--- src/rtl/fnd_mode_ctrl_pkg.sv ---
// Shared types and constants for the FND mode/edit sequencer.
package fnd_ctrl_pkg;

  typedef enum logic [2:0] {
    ST_SW,
    ST_WATCH,
    ST_ED_HOUR,
    ST_ED_MIN,
    ST_ED_SEC
  } state_t;

  localparam logic [3:0] BLANK_HI = 4'b1100;
  localparam logic [3:0] BLANK_LO = 4'b0011;

  localparam logic PAGE_SEC = 1'b0;
  localparam logic PAGE_HM  = 1'b1;

  function automatic logic is_edit(state_t s);
    return s inside {ST_ED_HOUR, ST_ED_MIN, ST_ED_SEC};
  endfunction

endpackage

--- src/rtl/fnd_mode_ctrl_if.sv ---
// Button/tick inputs and display/counter controls of the mode sequencer.
interface fnd_mode_ctrl_if;

  logic       i_tick_1khz;
  logic       i_btn_mode;
  logic       i_btn_page;
  logic       i_btn_edit;
  logic       i_btn_up;
  logic       o_src_sel;
  logic       o_page_sel;
  logic [3:0] o_blank;
  logic       o_inc_hour;
  logic       o_inc_min;
  logic       o_inc_sec;
  logic       o_edit;

  modport master (
    output i_tick_1khz, i_btn_mode, i_btn_page,
    output i_btn_edit, i_btn_up,
    input  o_src_sel, o_page_sel, o_blank,
    input  o_inc_hour, o_inc_min, o_inc_sec, o_edit
  );

  modport slave (
    input  i_tick_1khz, i_btn_mode, i_btn_page,
    input  i_btn_edit, i_btn_up,
    output o_src_sel, o_page_sel, o_blank,
    output o_inc_hour, o_inc_min, o_inc_sec, o_edit
  );

endinterface

--- src/rtl/fnd_mode_ctrl_blink_timer.sv ---
// Blink phase generator: toggles phase every BLINK_MS enabled ticks.
module fnd_blink_timer #(
  parameter int BLINK_MS = 500
) (
  input  logic clk,
  input  logic reset,
  input  logic clear,
  input  logic tick,
  input  logic enable,
  output logic phase
);

  logic [9:0] cnt_q, cnt_d;
  logic       phase_q, phase_d;

  // clear beats a coincident tick
  always_comb begin
    cnt_d   = cnt_q;
    phase_d = phase_q;
    if (clear) begin
      cnt_d   = '0;
      phase_d = 1'b0;
    end else if (enable && tick) begin
      if (cnt_q == 10'(BLINK_MS - 1)) begin
        cnt_d   = '0;
        phase_d = ~phase_q;
      end else begin
        cnt_d = cnt_q + 10'd1;
      end
    end
  end

  always_ff @(posedge clk or posedge reset) begin
    if (reset) begin
      cnt_q   <= '0;
      phase_q <= 1'b0;
    end else begin
      cnt_q   <= cnt_d;
      phase_q <= phase_d;
    end
  end

  assign phase = phase_q;

endmodule

--- src/rtl/fnd_mode_ctrl.sv ---
// FND view/edit sequencer: source/page select, blink mask, inc pulses.
// Optional edit inactivity exit: FND_EDIT_TIMEOUT_EN.
module fnd_mode_ctrl
  import fnd_ctrl_pkg::*;
#(
  parameter int BLINK_MS   = 500,
  parameter int TIMEOUT_MS = 30000
) (
  input logic            clk,
  input logic            reset,
  fnd_mode_ctrl_if.slave bus
);

  state_t     state_q, state_d;
  logic       page_q, page_d;
  logic       src_q, src_d;
  logic       edit_q, edit_d;
  logic [3:0] mask_q, mask_d;
  logic [2:0] inc_q, inc_d;
  logic       act_edit, act_mode;
  logic       act_page, act_up;
  logic       blink_clr;
  logic       phase;
  logic       timeout;

  // one button per cycle: edit > mode > page > up
  always_comb begin
    act_edit = bus.i_btn_edit;
    act_mode = !bus.i_btn_edit && bus.i_btn_mode;
    act_page = !bus.i_btn_edit && !bus.i_btn_mode
               && bus.i_btn_page;
    act_up   = !bus.i_btn_edit && !bus.i_btn_mode
               && !bus.i_btn_page && bus.i_btn_up;
  end

  always_comb begin
    state_d = state_q;
    page_d  = page_q;
    inc_d   = '0;
    unique case (state_q)
      ST_SW: begin
        if (act_mode)      state_d = ST_WATCH;
        else if (act_page) page_d  = ~page_q;
      end
      ST_WATCH: begin
        if (act_edit)      state_d = ST_ED_HOUR;
        else if (act_mode) state_d = ST_SW;
        else if (act_page) page_d  = ~page_q;
      end
      ST_ED_HOUR: begin
        if (act_edit)    state_d = ST_ED_MIN;
        else if (act_up) inc_d   = 3'b100;
      end
      ST_ED_MIN: begin
        if (act_edit)    state_d = ST_ED_SEC;
        else if (act_up) inc_d   = 3'b010;
      end
      ST_ED_SEC: begin
        if (act_edit)    state_d = ST_WATCH;
        else if (act_up) inc_d   = 3'b001;
      end
      default: state_d = ST_SW;
    endcase
    if (timeout) state_d = ST_WATCH;

    unique case (state_d)
      ST_ED_HOUR, ST_ED_MIN: page_d = PAGE_HM;
      ST_ED_SEC:             page_d = PAGE_SEC;
      ST_WATCH: if (is_edit(state_q)) page_d = PAGE_HM;
      default: ;
    endcase
  end

  always_comb begin
    src_d     = (state_d != ST_SW);
    edit_d    = is_edit(state_d);
    blink_clr = is_edit(state_d)
                && (state_d != state_q || act_up);
    mask_d    = '0;
    unique case (state_d)
      ST_ED_HOUR, ST_ED_SEC: mask_d = BLANK_HI;
      ST_ED_MIN:             mask_d = BLANK_LO;
      default: ;
    endcase
  end

  always_ff @(posedge clk or posedge reset) begin
    if (reset) begin
      state_q <= ST_SW;
      page_q  <= PAGE_SEC;
      src_q   <= 1'b0;
      edit_q  <= 1'b0;
      mask_q  <= '0;
      inc_q   <= '0;
    end else begin
      state_q <= state_d;
      page_q  <= page_d;
      src_q   <= src_d;
      edit_q  <= edit_d;
      mask_q  <= mask_d;
      inc_q   <= inc_d;
    end
  end

  fnd_blink_timer #(
    .BLINK_MS (BLINK_MS)
  ) u_blink (
    .clk    (clk),
    .reset  (reset),
    .clear  (blink_clr),
    .tick   (bus.i_tick_1khz),
    .enable (edit_q),
    .phase  (phase)
  );

`ifdef FND_EDIT_TIMEOUT_EN
  logic [14:0] idle_q, idle_d;
  logic        any_btn;

  always_comb begin
    any_btn = bus.i_btn_edit | bus.i_btn_mode
              | bus.i_btn_page | bus.i_btn_up;
    idle_d  = idle_q;
    timeout = 1'b0;
    if (!edit_q || any_btn) begin
      idle_d = '0;
    end else if (bus.i_tick_1khz) begin
      if (idle_q == 15'(TIMEOUT_MS - 1)) begin
        timeout = 1'b1;
        idle_d  = '0;
      end else begin
        idle_d = idle_q + 15'd1;
      end
    end
  end

  always_ff @(posedge clk or posedge reset) begin
    if (reset) idle_q <= '0;
    else       idle_q <= idle_d;
  end
`else
  logic unused_tmo;
  assign unused_tmo = (TIMEOUT_MS > 0);
  assign timeout    = 1'b0;
`endif

  assign bus.o_src_sel  = src_q;
  assign bus.o_page_sel = page_q;
  assign bus.o_edit     = edit_q;
  assign bus.o_blank    = mask_q & {4{phase}};
  assign bus.o_inc_hour = inc_q[2];
  assign bus.o_inc_min  = inc_q[1];
  assign bus.o_inc_sec  = inc_q[0];

endmodule

--- src/flat_wrapper.sv ---
// flat-port wrapper written by rule: the top's interface ports become plain ports
module fnd_mode_ctrl_flat import fnd_ctrl_pkg::*;
#(
  parameter int BLINK_MS   = 500,
  parameter int TIMEOUT_MS = 30000
)
  (clk, reset, bus_i_tick_1khz, bus_i_btn_mode, bus_i_btn_page, bus_i_btn_edit, bus_i_btn_up, bus_o_src_sel, bus_o_page_sel, bus_o_blank, bus_o_inc_hour, bus_o_inc_min, bus_o_inc_sec, bus_o_edit);
  fnd_mode_ctrl_if bus_i ();
  input logic clk;
  input logic reset;
  input wire logic [$bits(bus_i.i_tick_1khz)-1:0] bus_i_tick_1khz;
  input wire logic [$bits(bus_i.i_btn_mode)-1:0] bus_i_btn_mode;
  input wire logic [$bits(bus_i.i_btn_page)-1:0] bus_i_btn_page;
  input wire logic [$bits(bus_i.i_btn_edit)-1:0] bus_i_btn_edit;
  input wire logic [$bits(bus_i.i_btn_up)-1:0] bus_i_btn_up;
  output wire logic [$bits(bus_i.o_src_sel)-1:0] bus_o_src_sel;
  output wire logic [$bits(bus_i.o_page_sel)-1:0] bus_o_page_sel;
  output wire logic [$bits(bus_i.o_blank)-1:0] bus_o_blank;
  output wire logic [$bits(bus_i.o_inc_hour)-1:0] bus_o_inc_hour;
  output wire logic [$bits(bus_i.o_inc_min)-1:0] bus_o_inc_min;
  output wire logic [$bits(bus_i.o_inc_sec)-1:0] bus_o_inc_sec;
  output wire logic [$bits(bus_i.o_edit)-1:0] bus_o_edit;
  assign bus_i.i_tick_1khz = bus_i_tick_1khz;
  assign bus_i.i_btn_mode = bus_i_btn_mode;
  assign bus_i.i_btn_page = bus_i_btn_page;
  assign bus_i.i_btn_edit = bus_i_btn_edit;
  assign bus_i.i_btn_up = bus_i_btn_up;
  assign bus_o_src_sel = bus_i.o_src_sel;
  assign bus_o_page_sel = bus_i.o_page_sel;
  assign bus_o_blank = bus_i.o_blank;
  assign bus_o_inc_hour = bus_i.o_inc_hour;
  assign bus_o_inc_min = bus_i.o_inc_min;
  assign bus_o_inc_sec = bus_i.o_inc_sec;
  assign bus_o_edit = bus_i.o_edit;
  fnd_mode_ctrl #(.BLINK_MS(BLINK_MS), .TIMEOUT_MS(TIMEOUT_MS)) u_core (.clk(clk), .reset(reset), .bus(bus_i));
endmodule
--- config.mk ---
export PLATFORM = sky130hd
export DESIGN_NAME = fnd_mode_ctrl_flat
export DESIGN_NICKNAME = d
export VERILOG_FILES = /design/src/rtl/fnd_mode_ctrl_pkg.sv /design/src/rtl/fnd_mode_ctrl_if.sv /design/src/rtl/fnd_mode_ctrl_blink_timer.sv /design/src/rtl/fnd_mode_ctrl.sv /design/src/flat_wrapper.sv
export SDC_FILE = /design/constraint.sdc
export NUM_CORES = 1
export LEC_CHECK = 0
export ABC_AREA = 1
export CAP_MARGIN = 20
export CELL_PAD_IN_SITES_DETAIL_PLACEMENT = 1
export CELL_PAD_IN_SITES_GLOBAL_PLACEMENT = 1
export CORE_UTILIZATION = 39
export DETAILED_ROUTE_END_ITERATION = 16
export GPL_ROUTABILITY_DRIVEN = 0
export HOLD_SLACK_MARGIN = 0.08
export PLACE_DENSITY_LB_ADDON = 0.1
export SLEW_MARGIN = 20
export SYNTH_ARGS = -nofsm -noshare
export SYNTH_HDL_FRONTEND = slang
export SYNTH_HIERARCHICAL = 1
export SYNTH_SLANG_ARGS = --single-unit
--- constraint.sdc ---
create_clock -name clk -period 2.55 [get_ports clk]
set_input_delay 0.765 -clock clk [delete_from_list [all_inputs] [get_ports clk]]
set_output_delay 0.765 -clock clk [all_outputs]
set_load 0.02 [all_outputs]
== Word-level counts from Yosys, hierarchy flattened ==
Index checks and enable logic that the tools add are counted.
Operators by class
  add/subtract/negate cells: 1
  eq/ne operators: 10
  multiplexer cells: 27
  bitwise logic cells: 3
  reductions and logical operators: 20
Operators with widths (count)
  $mux 10: 3
  $mux 3: 10
  $pmux 3 s5: 1
  $eq 3x2->1 const B: 4
  $add 10x1->10 const B: 1
  $eq 10x9->1 const B: 1
  $pmux 3 s3: 1
  $reduce_bool 3->1: 3
  $mux 1: 8
  $pmux 4 s2: 1
  $logic_and 1x1->1: 7
  $eq 3x1->1 const B: 2
  $eq 3x3->1 const B: 2
  $and 4x4->4: 1
  $reduce_bool 2->1: 2
  $reduce_or 2->1: 2
  $logic_not 1->1: 3
  $logic_not 3->1: 1
  $ne 3x3->1: 1
  $pmux 1 s3: 1
  $mux 2: 1
  $not 1->1: 2
  $pmux 1 s2: 1
  $reduce_and 2->1: 1
  $logic_or 1x1->1: 1
Storage, ports and cells
  bits in registers: 24
  bits of input ports: 7
  output and inout bits: 10
  word-level logic and storage cells: 69

== Depth between registers and ports, before layout ==
Gate-level depths: netlist (run 1).
  depth after elaboration: 10
  gate-level depth with buffers: 15
  gate-level depth less buffers: 15

== Hierarchy ==
The synthesis (run 1) kept the hierarchy.
By module, submodules not included
  fnd_blink_timer: times used 1, cells an instance 80, area an instance 626.9 um^2, seq. area each 275.3 um^2
  fnd_mode_ctrl: times used 1, cells an instance 72, area an instance 576.8 um^2, seq. area each 275.3 um^2

== Least setup slack after synthesis (run 1) ==
No wires, ideal clock.
  kind: input port to flip-flop
  start: input bus_i_btn_edit
  end: register u_core.u_blink.cnt_q[6]
  library setup time: 119 ps
  data arrival time: 1993 ps
  setup slack: 437 ps
  cell stages on the path: 14
  path buffers: 0
  cell sequence: nor2_1 nand3b_1 nand2_1 nor2_1 nand2_1 nor2_1 nor2_1 inv_1 nand2_2 nand2_1 nor2_1 nand3_1 nand2_1 nor2_1
On the way
  longest elaborated chain between the ends: 9
  elaborated cells between the ends (all ways): 21
  those cells by class: eq/ne (4); mux (8); reduce/logical (9)
Ends and longest elaborated chain
  from (decl): RTL line flat_wrapper.sv:14  | input wire logic [$bits(bus_i.i_btn_edit)-1:0] bus_i_btn_edit;
  $logic_not 1->1: RTL line fnd_mode_ctrl.sv:29, fnd_mode_ctrl.sv:32
  $logic_and 1x1->1: RTL line fnd_mode_ctrl.sv:29  | act_mode = !bus.i_btn_edit && bus.i_btn_mode;
  $mux 3: RTL line fnd_mode_ctrl.sv:47  | else if (act_mode) state_d = ST_SW;
  $mux 3: RTL line fnd_mode_ctrl.sv:46  | if (act_edit) state_d = ST_ED_HOUR;
  $pmux 3 s5: RTL line fnd_mode_ctrl.sv:40  | unique case (state_q)
  $eq 3x2->1 (tied with other cells): RTL line fnd_mode_ctrl_pkg.sv:19  | return s inside {ST_ED_HOUR, ST_ED_MIN, ST_ED_SEC};
  $reduce_bool 3->1 / $logic_or 1x1->1 (equally long branches): RTL line fnd_mode_ctrl_pkg.sv:19, fnd_mode_ctrl.sv:78
  $logic_and 1x1->1 *: RTL line fnd_mode_ctrl.sv:78  | && (state_d != state_q || act_up);
  via u_core.blink_clr: RTL line fnd_mode_ctrl.sv:22  | logic blink_clr;
  $mux 10 / $reduce_bool 2->1 (equally long branches)
  to (signal assigned): RTL line fnd_mode_ctrl_blink_timer.sv:38  | cnt_q <= cnt_d;
  to (decl): RTL line fnd_mode_ctrl_blink_timer.sv:13  | logic [9:0] cnt_q, cnt_d;
The timed path passes the listed nets; every way through them passes the cells marked *.
A chain may end at the register's enable or synchronous reset.

== Worst setup path after layout (run 1) ==
Ends and elaborated chain as after synthesis.

==> reports/metrics.csv, run 1 <==
metric,value,unit
status,"complete, no violations",
post_cts_buffers,0,
power_leakage,0.742,nW
tightest_slew,455,ps
r2r-end,u_core/u_blink/cnt_q[6],
ys.flop_type,dfrtp_1,
final_common_cell,nand2_1,
whs,568,ps
fin_cells,213,
routed_wl,3000,µm
power_density,943,nW/µm²
synthesis.area,1200,µm²
wl_per_cell,14.1,µm
cts_max_level,1,
arrival,2550,ps
cp_common_cell,nor2_1,
startpoint,bus_i_btn_edit,
crit_path_top_delay_cell,clkdlybuf4s50_1,
min_period,2330,ps
grt_usage,21.3,%
initial_core_util,42.5,%
grt_overflow_total,0,
drive_gt1_share,18.1,%
yosysWarnings,6,
finalCritPeriodShare,91.4,%
finalNetCount,191,
clock-sinks,22,
vdd_ir_drop_max,0.611,mV
antenna_found_initial,0,
clock_skew,6.35,ps
finalHoldViolCount,0,
clk_pin_slew_worst_paths,130,ps
syn_to_final_growth,26.4,%
max_cap_violations,0,
reg2reg_slack,560,ps
rsz0062_at_grt,no,
syn_inst,152,
synth-edff-count,0,
ys_seq_elements,22,
hold_buffers,0,
grt_pass1_wl,5350,µm
total_power,1.43,mW
cts_tree,yes,
min_from,u_core/u_blink/cnt_q[9],
portBuffers,16,
dp.cells,209,
cts-root-buf,clkbuf_4,
synth_nets,160,
clkLatencyLatePin,310,ps
path_cells,"clkdlybuf4s50_1, inv_1, nand2_2, nand2_1, a31oi_1, nor2_1, nor2_1, inv_1, nand2_4, nand2_1, nor2_1, nand3_1, nand2_1, nor2_1",
crit_required,2770,ps
start_kind,primary input,
pin_count,17,
final_cell_mix,"nand2_1, nor2_1, dfrtp_1, inv_1, clkdlybuf4s50_1",
diodes,0,
seq_area_frac_synth,45.7,%
place_area,1480,µm²
die_x,57.6,µm
critPathKind,in -> reg,
setup_violations,0,
cts_buffers,3,
cp-end-kind,flip-flop,
hp-class,reg -> reg,
ant_nets,0,
fin_util,53.8,%
fin_setup_tns,0,ps
rows,19,
drc,0,
grt_start_max_net_pins,13,
hold_end,u_core/u_blink/cnt_q[9],
relSlewSlack,69.6,%
vias,1055,
path_max_fanout,8,
async_flop_share,100,%
ff2ff_path_depth,12,
hpwl,2470,µm
core_area,2830,µm²
fmax,429,MHz
n_fill_cell,357,
syn_avg_cell_area,7.92,µm²
clockBufferDepth,2,
dr.pass1.iters,4,
grt_pass1_vias,1193,
slew_violations,0,
fin_ws,218,ps
drt_first_iter_violations,34,
slowest_delay,560,ps
yosysUniqueCellTypes,24,
min_path_cells,3,
die_area,3310,µm²
viasPerCell,4.95,
worstReg2RegStart,u_core/state_q[2],
final_cell_area,1520,µm²
pre_cts_slack,-217,ps
fp.dieH,57.6,µm
[kinds of logic (layout without fill, tap and decap cells)]
logic type / count (synthesis) / count (layout) / synth area share (%)
buffers and inverters: 24 / 54 / 8.42
xor gates and xnor gates: 6 / 6 / 4.37
and+or+nand+nor: 92 / 92 / 36.8
adders and majority gates: 1 / 1 / 1.04
DFF: 22 / 22 / 45.7
AOI/OAI and AO/OA: 7 / 7 / 3.64
[Yosys cell counts (all sizes together), types with 2 or more instances]
| cell | n | area (µm²) |
|---|---|---|
| a21oi | 3 | 15.0 |
| nand3b | 2 | 15.0 |
| buf | 2 | 15.0 |
| nor2 | 33 | 136 |
| nand3 | 12 | 70.1 |
| nand2 | 37 | 159 |
| nor3 | 2 | 10.0 |
| inv | 21 | 81.3 |
| nand4 | 6 | 52.6 |
| dfrtp | 22 | 551 |
| a31oi | 2 | 12.5 |
| xor2 | 6 | 52.6 |
[cell type report]
type	instances	area [µm²]	share of cell area (%)
Sequential cell	22	551	36.2
Inverter	22	86.3	5.67
Multi-Input combinational cell	106	559	36.8
Tap cell	31	38.8	2.55
Clock buffer	4	36.3	2.38
Timing Repair Buffer	28	250	16.4
[worst max path at each step]
| stage | cells past startpoint | end | slack [ps] |
|---|---|---|---|
| floorplan | 14 | u_core/u_blink/cnt_q[6] | 440 |
| global placement | 15 | u_core/u_blink/cnt_q[6] | -10 |
| detailed placement | 15 | u_core/u_blink/cnt_q[6] | -220 |
| CTS | 15 | u_core/u_blink/cnt_q[6] | 130 |
| global route | 13 | u_core/u_blink/cnt_q[6] | 30 |
| finish | 14 | u_core/u_blink/cnt_q[6] | 220 |
[layer usage]
layer	GRT usage [%]	vias to the layer above	share of wire, %
met5	0	-	0
met4	3.48	0	0.80
met3	4.99	4	2.7
met2	41.7	12	57
met1	23.2	499	40
li1	-	540	-
[worst max-delay path: cells and delay by family]
family	cells	cell delay, ps
buffers and inverters	3	780
AND/OR/NAND/NOR	10	860
AO/OA/AOI/OAI	1	140
[state kept, by name, summed over array words and instances, names as in the netlist]
signal	count
u_core/bus.o_edit	1
u_core/bus.o_page_sel	1
u_core/bus.o_src_sel	1
u_core/inc_q	3
u_core/mask_q	2
u_core/state_q	3
u_core/u_blink/cnt_q	10
u_core/u_blink/phase	1
[power breakdown]
group	switching, mW	internal (mW)	total (mW)
Clock	0.108	0.0872	0.196
Combinational	0.435	0.306	0.740
Sequential	0.0708	0.428	0.499
[what timing repair did]
item / 4_1_cts / 5_1_grt
resized for setup: 0 / 2
endpoints found under the hold margin: 0 / 0
setup endpoints to repair: 0 / 3
No activity file was read; power rests on OpenSTA's default activity.
==> run 2: changes to the inputs <==
- ABC_AREA: 1 -> default
- CORE_UTILIZATION: 39 -> 41
==> run 2 against run 1 <==
Clock skew grew 0.52 ps; utilization shrank 0.23 points; die area shrank 7.1%; setup slack lost 66 ps; final cell count shrank 19%; final area shrank 3.8%; maximum frequency shrank 2.7%; critical path depth shrank 6; routed wire length shrank 17%; sequential power grew 7.2%; non-clock buffer count shrank 3; first-iteration DRC count shrank 62%; critical endpoint is now u_core/u_blink/cnt_q[7].
==> reports/metrics.csv, run 2 <==
metric,value,unit
status,"complete, no violations",
drt_first_iter_violations,13,
dp.cells,168,
rsz0062_at_grt,yes,
synthMuxAreaShare,0,%
core_area,2730,µm²
clk_pin_slew_worst_paths,130,ps
cts_buffers,3,
critPathKind,in -> reg,
syn_inst,119,
drc,0,
seq_area,551,µm²
synth_xor_area_share,8.22,%
fin_util,53.5,%
cp_common_cell,nor3b_2,
die_area,3080,µm²
reg2reg_slack,450,ps
finalCritPeriodShare,94.0,%
yosysUniqueCellTypes,36,
path_max_fanout,8,
clock_skew,6.87,ps
routed_wl,2510,µm
min_period,2400,ps
synth_top_cell_by_area,dfrtp_1,
final_cell_mix,"dfrtp_1, nor2_1, clkdlybuf4s50_1, xnor2_1",
grt_pass1_wl,4650,µm
setup_violations,0,
syn_avg_cell_area,9.85,µm²
power_leakage,0.611,nW
synth-adder-area-share,1.07,%
hp-class,reg -> reg,
power_density,868,nW/µm²
arrival,2610,ps
yosys-top-cells-area,"dfrtp_1, xnor2_1, nor2_1, buf_4, nand2_1",
synth-simple-area-share,26.1,%
wl_per_cell,14.6,µm
fmax,417,MHz
synth_compound_area_share,11.0,%
multi_input_area,556,µm²
ys.flop_type,dfrtp_1,
grt_start_max_net_pins,14,
regMostFlops,u_core/u_blink/cnt_q,
antenna_found_initial,0,
path_cells,"clkdlybuf4s50_1, nor3b_2, nor3b_2, o21bai_1, a21oi_2, nor4_1, xnor2_1, nor2_1",
startpoint,bus_i_btn_mode,
yosysWarnings,6,
initial_core_util,42.9,%
crit_path_top_delay_cell,clkdlybuf4s50_1,
synth-edff-count,0,
clockBufferDepth,2,
finalNetCount,150,
ant_nets,0,
drive_gt1_share,18.4,%
synth_top_area_share,47.0,%
grt_usage,19.6,%
hpwl,1920,µm
cts_tree,yes,
top_regs,"u_core/u_blink/cnt_q (10), u_core/inc_q (3), u_core/state_q (3)",
die_x,55.5,µm
finalHoldViolCount,0,
tightest_slew,434,ps
cts_max_level,1,
worstReg2RegStart,u_core/state_q[1],
cts-root-buf,clkbuf_4,
relSlewSlack,71.0,%
dr.pass1.iters,6,
vias,911,
ys_seq_elements,22,
n_fill_cell,319,
slowest_delay,430,ps
start_kind,primary input,
diodes,0,
portBuffers,16,
grt_pass1_vias,968,
min_path_cells,2,
clock-sinks,22,
fin_cells,172,
seq_area_frac_synth,47.0,%
final_common_cell,dfrtp_1,
pin_count,17,
grt_overflow_total,0,
fp.dieH,55.5,µm
max_cap_violations,0,
cp-end-kind,flip-flop,
vdd_ir_drop_max,0.516,mV
cp-endpoint,u_core/u_blink/cnt_q[7],
syn_to_final_growth,24.9,%
ff2ff_path_depth,7,
rows,19,
synth_top_family_by_area,simple AND/OR/NAND/NOR gates,
async_flop_share,100,%
viasPerCell,5.30,
synthesis.area,1170,µm²
synth_nets,127,
r2r-end,u_core/u_blink/cnt_q[7],
clkLatencyLatePin,310,ps
synthTopCellsByCount,"dfrtp_1, nor2_1, xnor2_1",
synth_most_common_cell,dfrtp_1,
slew_violations,0,
largest_reg_flops,10,
crit_required,2760,ps
==> run 2: timing repair <==
action,CTS,global route
hold buffers,0,0
endpoints found under the hold margin,0,0
gates resized for setup,0,2
endpoints found under the setup margin,0,6
setup buffers,0,0
==> run 2: cells by family after synthesis <==
kind of cell	Yosys count
xor+xnor	11
flops	22
fa+ha+maj	1
compound gates	16
simple gates	55
buf+inv	14
==> run 2: report_power, final <==
group          internal, mW  switching (mW)  total, mW
Clock                 0.159           0.109      0.268
Combinational         0.227           0.241      0.468
Sequential            0.423           0.112      0.535
==> run 2: final cells by class <==
cell class / count / share of cell area (%)
Tap cell: 31 / 2.65
Multi-Input combinational cell: 83 / 37.9
Inverter: 7 / 1.79
Clock buffer: 3 / 1.54
Clock inverter: 1 / 2.05
Timing Repair Buffer: 25 / 16.4
Sequential cell: 22 / 37.6
==> run 2: metrics by stage <==
stage                     setup slack (ps)  setup TNS [ps]  instance area, µm²  hold slack (ps)  total power, mW
after floorplan                        367               0                1170              503            0.856
after global placement                -216            -758                1400              525            0.985
after detailed placement              -293           -1460                1400              537             1.01
after CTS                             47.1               0                1450              561             1.29
after global routing                 -12.0           -18.6                1460              585             1.36
final                                  153               0                1460              565             1.27
==> run 2: metal layers <==
layer  GRT usage, %  routed length [µm]
met3           5.15                  91
met4           6.43                  36
met2           31.2                1210
met5              0                   0
met1           25.9                1170
==> run 2: how the worst min path moves through the flow <==
stage	from	endpoint	slack (ps)
after floorplan	u_core/u_blink/cnt_q[9]	u_core/u_blink/cnt_q[9]	500
after global placement	u_core/u_blink/cnt_q[9]	u_core/u_blink/cnt_q[9]	520
after detailed placement	u_core/u_blink/cnt_q[9]	u_core/u_blink/cnt_q[9]	540
after CTS	u_core/u_blink/cnt_q[9]	u_core/u_blink/cnt_q[9]	560
after global routing	u_core/u_blink/cnt_q[9]	u_core/u_blink/cnt_q[9]	580
final	u_core/u_blink/cnt_q[9]	u_core/u_blink/cnt_q[9]	570
==> run 2: critical path, delay by kind of cell <==
family          cells  cell delay [ps]
simple gates        4              920
buf+inv             1              430
compound gates      2              330
xor+xnor            1              160
